**src/rtl/rv32m_seq_divider_if.sv**
```systemverilog
// Request/response bundle between the execute-stage pipeline and the sequential divider.
interface rv32m_seq_divider_if #(
  parameter int unsigned WIDTH = 32
);
  logic             in_valid;
  logic             in_ready;
  logic [1:0]       op;
  logic [WIDTH-1:0] dividend;
  logic [WIDTH-1:0] divisor;
  logic             out_valid;
  logic             out_ready;
  logic [WIDTH-1:0] result;

  // Pipeline side: issues requests, consumes results.
  modport master (
    output in_valid, op, dividend, divisor, out_ready,
    input  in_ready, out_valid, result
  );

  // Divider side.
  modport slave (
    input  in_valid, op, dividend, divisor, out_ready,
    output in_ready, out_valid, result
  );
endinterface

```
**src/rtl/rv32m_seq_divider.sv**
```systemverilog
// Iterative RV32M DIV/DIVU/REM/REMU: restoring shift-subtract, one quotient bit per cycle.
module rv32m_seq_divider #(
  parameter int unsigned WIDTH = 32
) (
  input  logic                  clk,
  input  logic                  rst,
  rv32m_seq_divider_if.slave    dv
);

  localparam int unsigned CW = $clog2(WIDTH);
  localparam logic [WIDTH-1:0] MIN_NEG = {1'b1, {(WIDTH-1){1'b0}}};
  localparam logic [CW-1:0]    LAST_STEP = CW'(WIDTH - 1);

  typedef enum logic [1:0] {
    S_IDLE,
    S_CALC,
    S_FIX,
    S_DONE
  } state_e;

  state_e           state_q, state_d;
  logic             rem_sel_q, rem_sel_d;   // 1: remainder requested
  logic             div0_q, div0_d;
  logic             ovf_q, ovf_d;
  logic             neg_quo_q, neg_quo_d;
  logic             neg_rem_q, neg_rem_d;
  logic [WIDTH-1:0] dvnd_q, dvnd_d;         // raw dividend for special results
  logic [WIDTH-1:0] dvsr_q, dvsr_d;         // divisor magnitude
  logic [WIDTH-1:0] rem_q, rem_d;
  logic [WIDTH-1:0] quo_q, quo_d;
  logic [CW-1:0]    cnt_q, cnt_d;
  logic [WIDTH-1:0] result_q, result_d;
  logic             in_ready_q, in_ready_d;
  logic             out_valid_q, out_valid_d;

  // Datapath helpers; the shifted remainder carries an extra bit so the trial sign survives.
  logic             a_neg, b_neg;
  logic [WIDTH-1:0] a_mag, b_mag;
  logic [WIDTH:0]   rem_sh, trial;

  assign dv.in_ready  = in_ready_q;
  assign dv.out_valid = out_valid_q;
  assign dv.result    = result_q;

  // State and datapath registers.
  always_ff @(posedge clk) begin
    if (rst) begin
      state_q     <= S_IDLE;
      rem_sel_q   <= 1'b0;
      div0_q      <= 1'b0;
      ovf_q       <= 1'b0;
      neg_quo_q   <= 1'b0;
      neg_rem_q   <= 1'b0;
      dvnd_q      <= '0;
      dvsr_q      <= '0;
      rem_q       <= '0;
      quo_q       <= '0;
      cnt_q       <= '0;
      result_q    <= '0;
      in_ready_q  <= 1'b1;
      out_valid_q <= 1'b0;
    end else begin
      state_q     <= state_d;
      rem_sel_q   <= rem_sel_d;
      div0_q      <= div0_d;
      ovf_q       <= ovf_d;
      neg_quo_q   <= neg_quo_d;
      neg_rem_q   <= neg_rem_d;
      dvnd_q      <= dvnd_d;
      dvsr_q      <= dvsr_d;
      rem_q       <= rem_d;
      quo_q       <= quo_d;
      cnt_q       <= cnt_d;
      result_q    <= result_d;
      in_ready_q  <= in_ready_d;
      out_valid_q <= out_valid_d;
    end
  end

  // Next-state, iteration step and result fix-up.
  always_comb begin
    state_d     = state_q;
    rem_sel_d   = rem_sel_q;
    div0_d      = div0_q;
    ovf_d       = ovf_q;
    neg_quo_d   = neg_quo_q;
    neg_rem_d   = neg_rem_q;
    dvnd_d      = dvnd_q;
    dvsr_d      = dvsr_q;
    rem_d       = rem_q;
    quo_d       = quo_q;
    cnt_d       = cnt_q;
    result_d    = result_q;
    in_ready_d  = in_ready_q;
    out_valid_d = out_valid_q;

    a_neg  = ~dv.op[0] & dv.dividend[WIDTH-1];
    b_neg  = ~dv.op[0] & dv.divisor[WIDTH-1];
    a_mag  = a_neg ? -dv.dividend : dv.dividend;
    b_mag  = b_neg ? -dv.divisor : dv.divisor;
    rem_sh = {rem_q, quo_q[WIDTH-1]};
    trial  = rem_sh - {1'b0, dvsr_q};

    unique case (state_q)
      S_IDLE: begin
        if (dv.in_valid) begin
          in_ready_d = 1'b0;
          rem_sel_d  = dv.op[1];
          neg_quo_d  = a_neg ^ b_neg;
          neg_rem_d  = a_neg;
          dvnd_d     = dv.dividend;
          dvsr_d     = b_mag;
          quo_d      = a_mag;
          rem_d      = '0;
          cnt_d      = '0;
          div0_d     = (dv.divisor == '0);
          ovf_d      = ~dv.op[0] && (dv.dividend == MIN_NEG) && (dv.divisor == '1);
          state_d    = (div0_d || ovf_d) ? S_FIX : S_CALC;
        end
      end
      S_CALC: begin
        rem_d = trial[WIDTH] ? rem_sh[WIDTH-1:0] : trial[WIDTH-1:0];
        quo_d = {quo_q[WIDTH-2:0], ~trial[WIDTH]};
        cnt_d = cnt_q + CW'(1);
        if (cnt_q == LAST_STEP) begin
          state_d = S_FIX;
        end
      end
      S_FIX: begin
        if (div0_q) begin
          result_d = rem_sel_q ? dvnd_q : '1;
        end else if (ovf_q) begin
          result_d = rem_sel_q ? '0 : dvnd_q;
        end else if (rem_sel_q) begin
          result_d = neg_rem_q ? -rem_q : rem_q;
        end else begin
          result_d = neg_quo_q ? -quo_q : quo_q;
        end
        out_valid_d = 1'b1;
        state_d     = S_DONE;
      end
      S_DONE: begin
        if (dv.out_ready) begin
          out_valid_d = 1'b0;
          in_ready_d  = 1'b1;
          state_d     = S_IDLE;
        end
      end
      default: begin
        state_d = S_IDLE;
      end
    endcase
  end

endmodule

```
**src/flat_wrapper.sv**
```systemverilog
// flat-port wrapper written by rule: the top's interface ports become plain ports
module rv32m_seq_divider_flat 
#(
  parameter int unsigned WIDTH = 32
)
  (clk, rst, dv_in_valid, dv_op, dv_dividend, dv_divisor, dv_out_ready, dv_in_ready, dv_out_valid, dv_result);
  rv32m_seq_divider_if #(.WIDTH(WIDTH)) dv_i ();
  input  logic clk;
  input  logic rst;
  input wire logic [$bits(dv_i.in_valid)-1:0] dv_in_valid;
  input wire logic [$bits(dv_i.op)-1:0] dv_op;
  input wire logic [$bits(dv_i.dividend)-1:0] dv_dividend;
  input wire logic [$bits(dv_i.divisor)-1:0] dv_divisor;
  input wire logic [$bits(dv_i.out_ready)-1:0] dv_out_ready;
  output wire logic [$bits(dv_i.in_ready)-1:0] dv_in_ready;
  output wire logic [$bits(dv_i.out_valid)-1:0] dv_out_valid;
  output wire logic [$bits(dv_i.result)-1:0] dv_result;
  assign dv_i.in_valid = dv_in_valid;
  assign dv_i.op = dv_op;
  assign dv_i.dividend = dv_dividend;
  assign dv_i.divisor = dv_divisor;
  assign dv_i.out_ready = dv_out_ready;
  assign dv_in_ready = dv_i.in_ready;
  assign dv_out_valid = dv_i.out_valid;
  assign dv_result = dv_i.result;
  rv32m_seq_divider #(.WIDTH(WIDTH)) u_core (.clk(clk), .rst(rst), .dv(dv_i));
endmodule
```
**config.mk**
```make
export PLATFORM = sky130hd
export DESIGN_NAME = rv32m_seq_divider_flat
export DESIGN_NICKNAME = d
export VERILOG_FILES = /design/src/rtl/rv32m_seq_divider_if.sv /design/src/rtl/rv32m_seq_divider.sv /design/src/flat_wrapper.sv
export SDC_FILE = /design/constraint.sdc
export NUM_CORES = 1
export LEC_CHECK = 0
export CORE_ASPECT_RATIO = 1.25
export CORE_MARGIN = 2
export CORE_UTILIZATION = 30
export CTS_CLUSTER_DIAMETER = 150
export DETAILED_ROUTE_END_ITERATION = 16
export GPL_ROUTABILITY_DRIVEN = 0
export SLEW_MARGIN = 20
export SYNTH_ARGS = -nofsm -noshare
export SYNTH_HDL_FRONTEND = slang
export SYNTH_SLANG_ARGS = --single-unit
```
**constraint.sdc**
```tcl
create_clock -name clk -period 4.2 [get_ports clk]
set_input_delay 0.84 -clock clk [delete_from_list [all_inputs] [get_ports clk]]
set_output_delay 0.84 -clock clk [all_outputs]
set_load 0.02 [all_outputs]
```
==> results.yml <==
timing:
  fmax_mhz: 281
  slew_viol_final: 0
  fin_ws_ns: 0.638
  fin_crit_sh_pct: 84.8
  relSlewSlack_pct: 33.9
  setup_violations: 0
  skew_ns: 0.0188
  rsz0062_at_grt: "false"
  hold_ws_ns: 0.473
  fin_tns_setup_ns: 0
  worst_pin_slew_ns: 0.991
  fin_crit_ns: 3.56
  hold_viol_final: 0
cts:
  clk_latency_ns: 0.45
  clock_sinks: 174
  holdBufCountCts: 0
  post_cts_buffers: 0
  clock_path_buffers: 2
  cts-htree-levels: 4
  cts_resized: 0
  numCtsBuffers: 17
  cts.reportedPaths.clkPinSlew_ns: 0.07
  cts_tree: "done"
  cts-root-buf: "clkbuf_16"
critical_path:
  cp.required_ns: 4.52
  cp_max_fo: 28
  critPathTopFamily: "compound AO/OA/AOI/OAI gates"
  rr_endpoint: "u_core.rem_q[9]"
  worst_r2r_path_depth: 11
  crit_chain: "inv_1, ha_1, fa_1, nor2b_2, o31ai_2, a31oi_4, a211oi_1, or3_1, a41o_1, or2_1, a221o_1"
  start_kind: "flop"
  cpPeakStageDelay_ns: 0.57
  rr_startpoint: "u_core.quo_q[31]"
  ff2ff_setup_slack_ns: 0.64
  endpoint_kind: "flop"
  cp.arrival_ns: 3.88
  slowest_stage: "or2_1"
  setup.worst_path.class: "flop to flop"
  path_buf_inv: 1
power:
  pwr_density_cell_mw_per_mm2: 528
  power.switching_mw: 3.36
  power_frac_seq_pct: 31.4
  power_frac_comb_pct: 46.4
  netSwitchingFraction_pct: 43.5
  leakage_nw: 5.25
  p_clk_share_pct: 22.2
  intPower_mw: 4.36
  max-vdd-ir-drop_mv: 0.299
  power_mw: 7.72
die:
  io_pins: 104
  start_util_pct: 30.5
  rows: 83
  fp.dieH_um: 233
  die_area_mm2: 0.0436
  core_mm2: 0.0412
  dieWidth_um: 187
routing:
  via_per_inst: 5.49
  ant_nets: 0
  drt-initial-drc-count: 1026
  dr.pass1.iters: 7
  wl_mm: 42.1
  avgRoutedWirePerCell_um: 18.1
  drc_errors: 0
  vias: 12746
status:
  status: "finished clean"
final_layout:
  final_common_cell: "nand2_1"
  fill_cells: 4361
  final_nets: 1871
  synthToLayoutAreaGrowth_pct: 16.2
  num_antenna_cells: 0
  final_cell_mix: "nand2_1 (302), dfxtp_1 (173), a21oi_1 (160), nor2_1 (143), o21ai_0 (120)"
  stdcell_count: 2322
  layout-drive-gt1-share_pct: 5.42
grt:
  grt_pass1_wl_mm: 65.9
  grt_start_max_net_pins: 97
  grtUsageTotal_pct: 18.9
  grt_pass1_vias: 11894
  antenna_found_initial: 1
  grt_overflow: 0
synthesis:
  synth_edf_count: 0
  yosys_warnings: 0
  syn-num-nets: 1850
  ys_ff_latch: 174
  ys_seq_area_share_pct: 27.7
  synth_flop_cell: "dfxtp_1"
  synth.distinct_cells: 89
  synth_cells: 1736
  synth.avg_cell_area_um2: 7.25
  synthArstFlopShare_pct: 0
  syn_area_mm2: 0.0126
hold_path:
  hold_start: "u_core.dvnd_q[16]"
  holdPathEnd: "u_core.dvnd_q[16]"
  hold_depth: 2
  hold_class: "flop to flop"
placed_design:
  port_buffers: 103
  dp.cells: 2290
  dp_slack_ns: 0.491
  hpwlAfterDp_mm: 31.3
run:
  drv_cap: 0
## metrics by stage
step                      utilization (%)  area (µm²)
after floorplan                         -       12600
after global placement               34.0       14000
after detailed placement             34.0       14000
after CTS                            35.5       14600
after global routing                 35.5       14600
final                                35.5       14600
## cell type report
| cell class | instances | area (µm²) | share of cell area, % |
|---|---|---|---|
| Multi-Input combinational cell | 1375 | 8380 | 57.3 |
| Sequential cell | 174 | 3480 | 23.8 |
| Timing Repair Buffer | 126 | 1210 | 8.30 |
| Tap cell | 552 | 691 | 4.72 |
| Clock buffer | 21 | 470 | 3.22 |
| Inverter | 63 | 236 | 1.62 |
| Clock inverter | 11 | 153 | 1.04 |
## per-layer routing
metal / up-vias / share of wire [%] / GRT usage [%]
li1: 6276 / - / -
met1: 5985 / 43 / 23.6
met2: 411 / 48 / 32.6
met3: 72 / 5.1 / 2.43
met4: 2 / 4.0 / 8.63
met5: - / 0.026 / 0
## Yosys cell counts, types with 11 or more instances
library cell  number  area, µm²
nand2_1          302       1130
dfxtp_1          174       3480
a21oi_1          160        801
nor2_1           145        544
o21ai_0          120        601
clkbuf_1         102        383
xnor2_1           90        788
inv_1             63        236
a211oi_1          45        338
nor3_1            45        225
ha_1              43        538
o211ai_1          42        315
xor2_1            41        359
nor4_1            20        125
or3_1             19        119
a311oi_1          17        149
o31ai_1           17        128
a21o_1            16        120
nand2b_1          16        100
nand4_1           16        100
or4_1             15        113
nand3_1           14       70.1
buf_2             13       65.1
and3_1            11       68.8
## worst reg2reg max path, delay by kind of cell, from the launching register on
family | cells | cell delay, ns
compound gates | 5 | 1.25
buf+inv | 1 | 0.09
simple gates | 3 | 1.14
flops | 1 | 0.35
fa+ha+maj | 2 | 0.63
## power groups by stage
stage	clock [mW]	combinational, mW	sequential [mW]
4_1_cts	1.75	3.56	2.42
6_report	1.71	3.58	2.42
5_1_grt	1.82	3.94	2.47
3_3_place_gp	0	3.51	2.44
2_1_floorplan	0	2.40	2.42
3_5_place_dp	0	3.55	2.45
## state kept, by name (all words and copies together), names as in the netlist, 2 cells and up
register,flops
u_core.dv.result,32
u_core.dvnd_q,32
u_core.dvsr_q,32
u_core.quo_q,32
u_core.rem_q,32
u_core.cnt_q,5
u_core.state_q,2
## how the worst max path moves through the flow
stage	start	end	slack, ns	cells past startpoint
final	u_core.quo_q[31]	u_core.rem_q[9]	0.64	11
after global routing	u_core.quo_q[31]	u_core.rem_q[4]	0.47	11
after CTS	u_core.quo_q[31]	u_core.rem_q[9]	0.67	11
after detailed placement	dv_dividend[12]	u_core.quo_q[30]	0.49	9
after global placement	dv_divisor[14]	u_core.state_q[0]	0.57	9
after floorplan	u_core.quo_q[31]	u_core.rem_q[9]	1.18	13
## cells by family (layout without fill, tap and decap cells)
| logic type | after synthesis | in the layout | synth area share (%) |
|---|---|---|---|
| AO/OA/AOI/OAI | 538 | 538 | 28.2 |
| AND/OR/NAND/NOR | 652 | 652 | 23.8 |
| flip-flops | 174 | 174 | 27.7 |
| adder cells (fa/ha/maj) | 44 | 44 | 4.43 |
| XOR/XNOR | 131 | 131 | 9.12 |
| buffers and inverters | 187 | 221 | 5.89 |
| multiplexers | 10 | 10 | 0.835 |
Power figures use the tool's default switching activity.
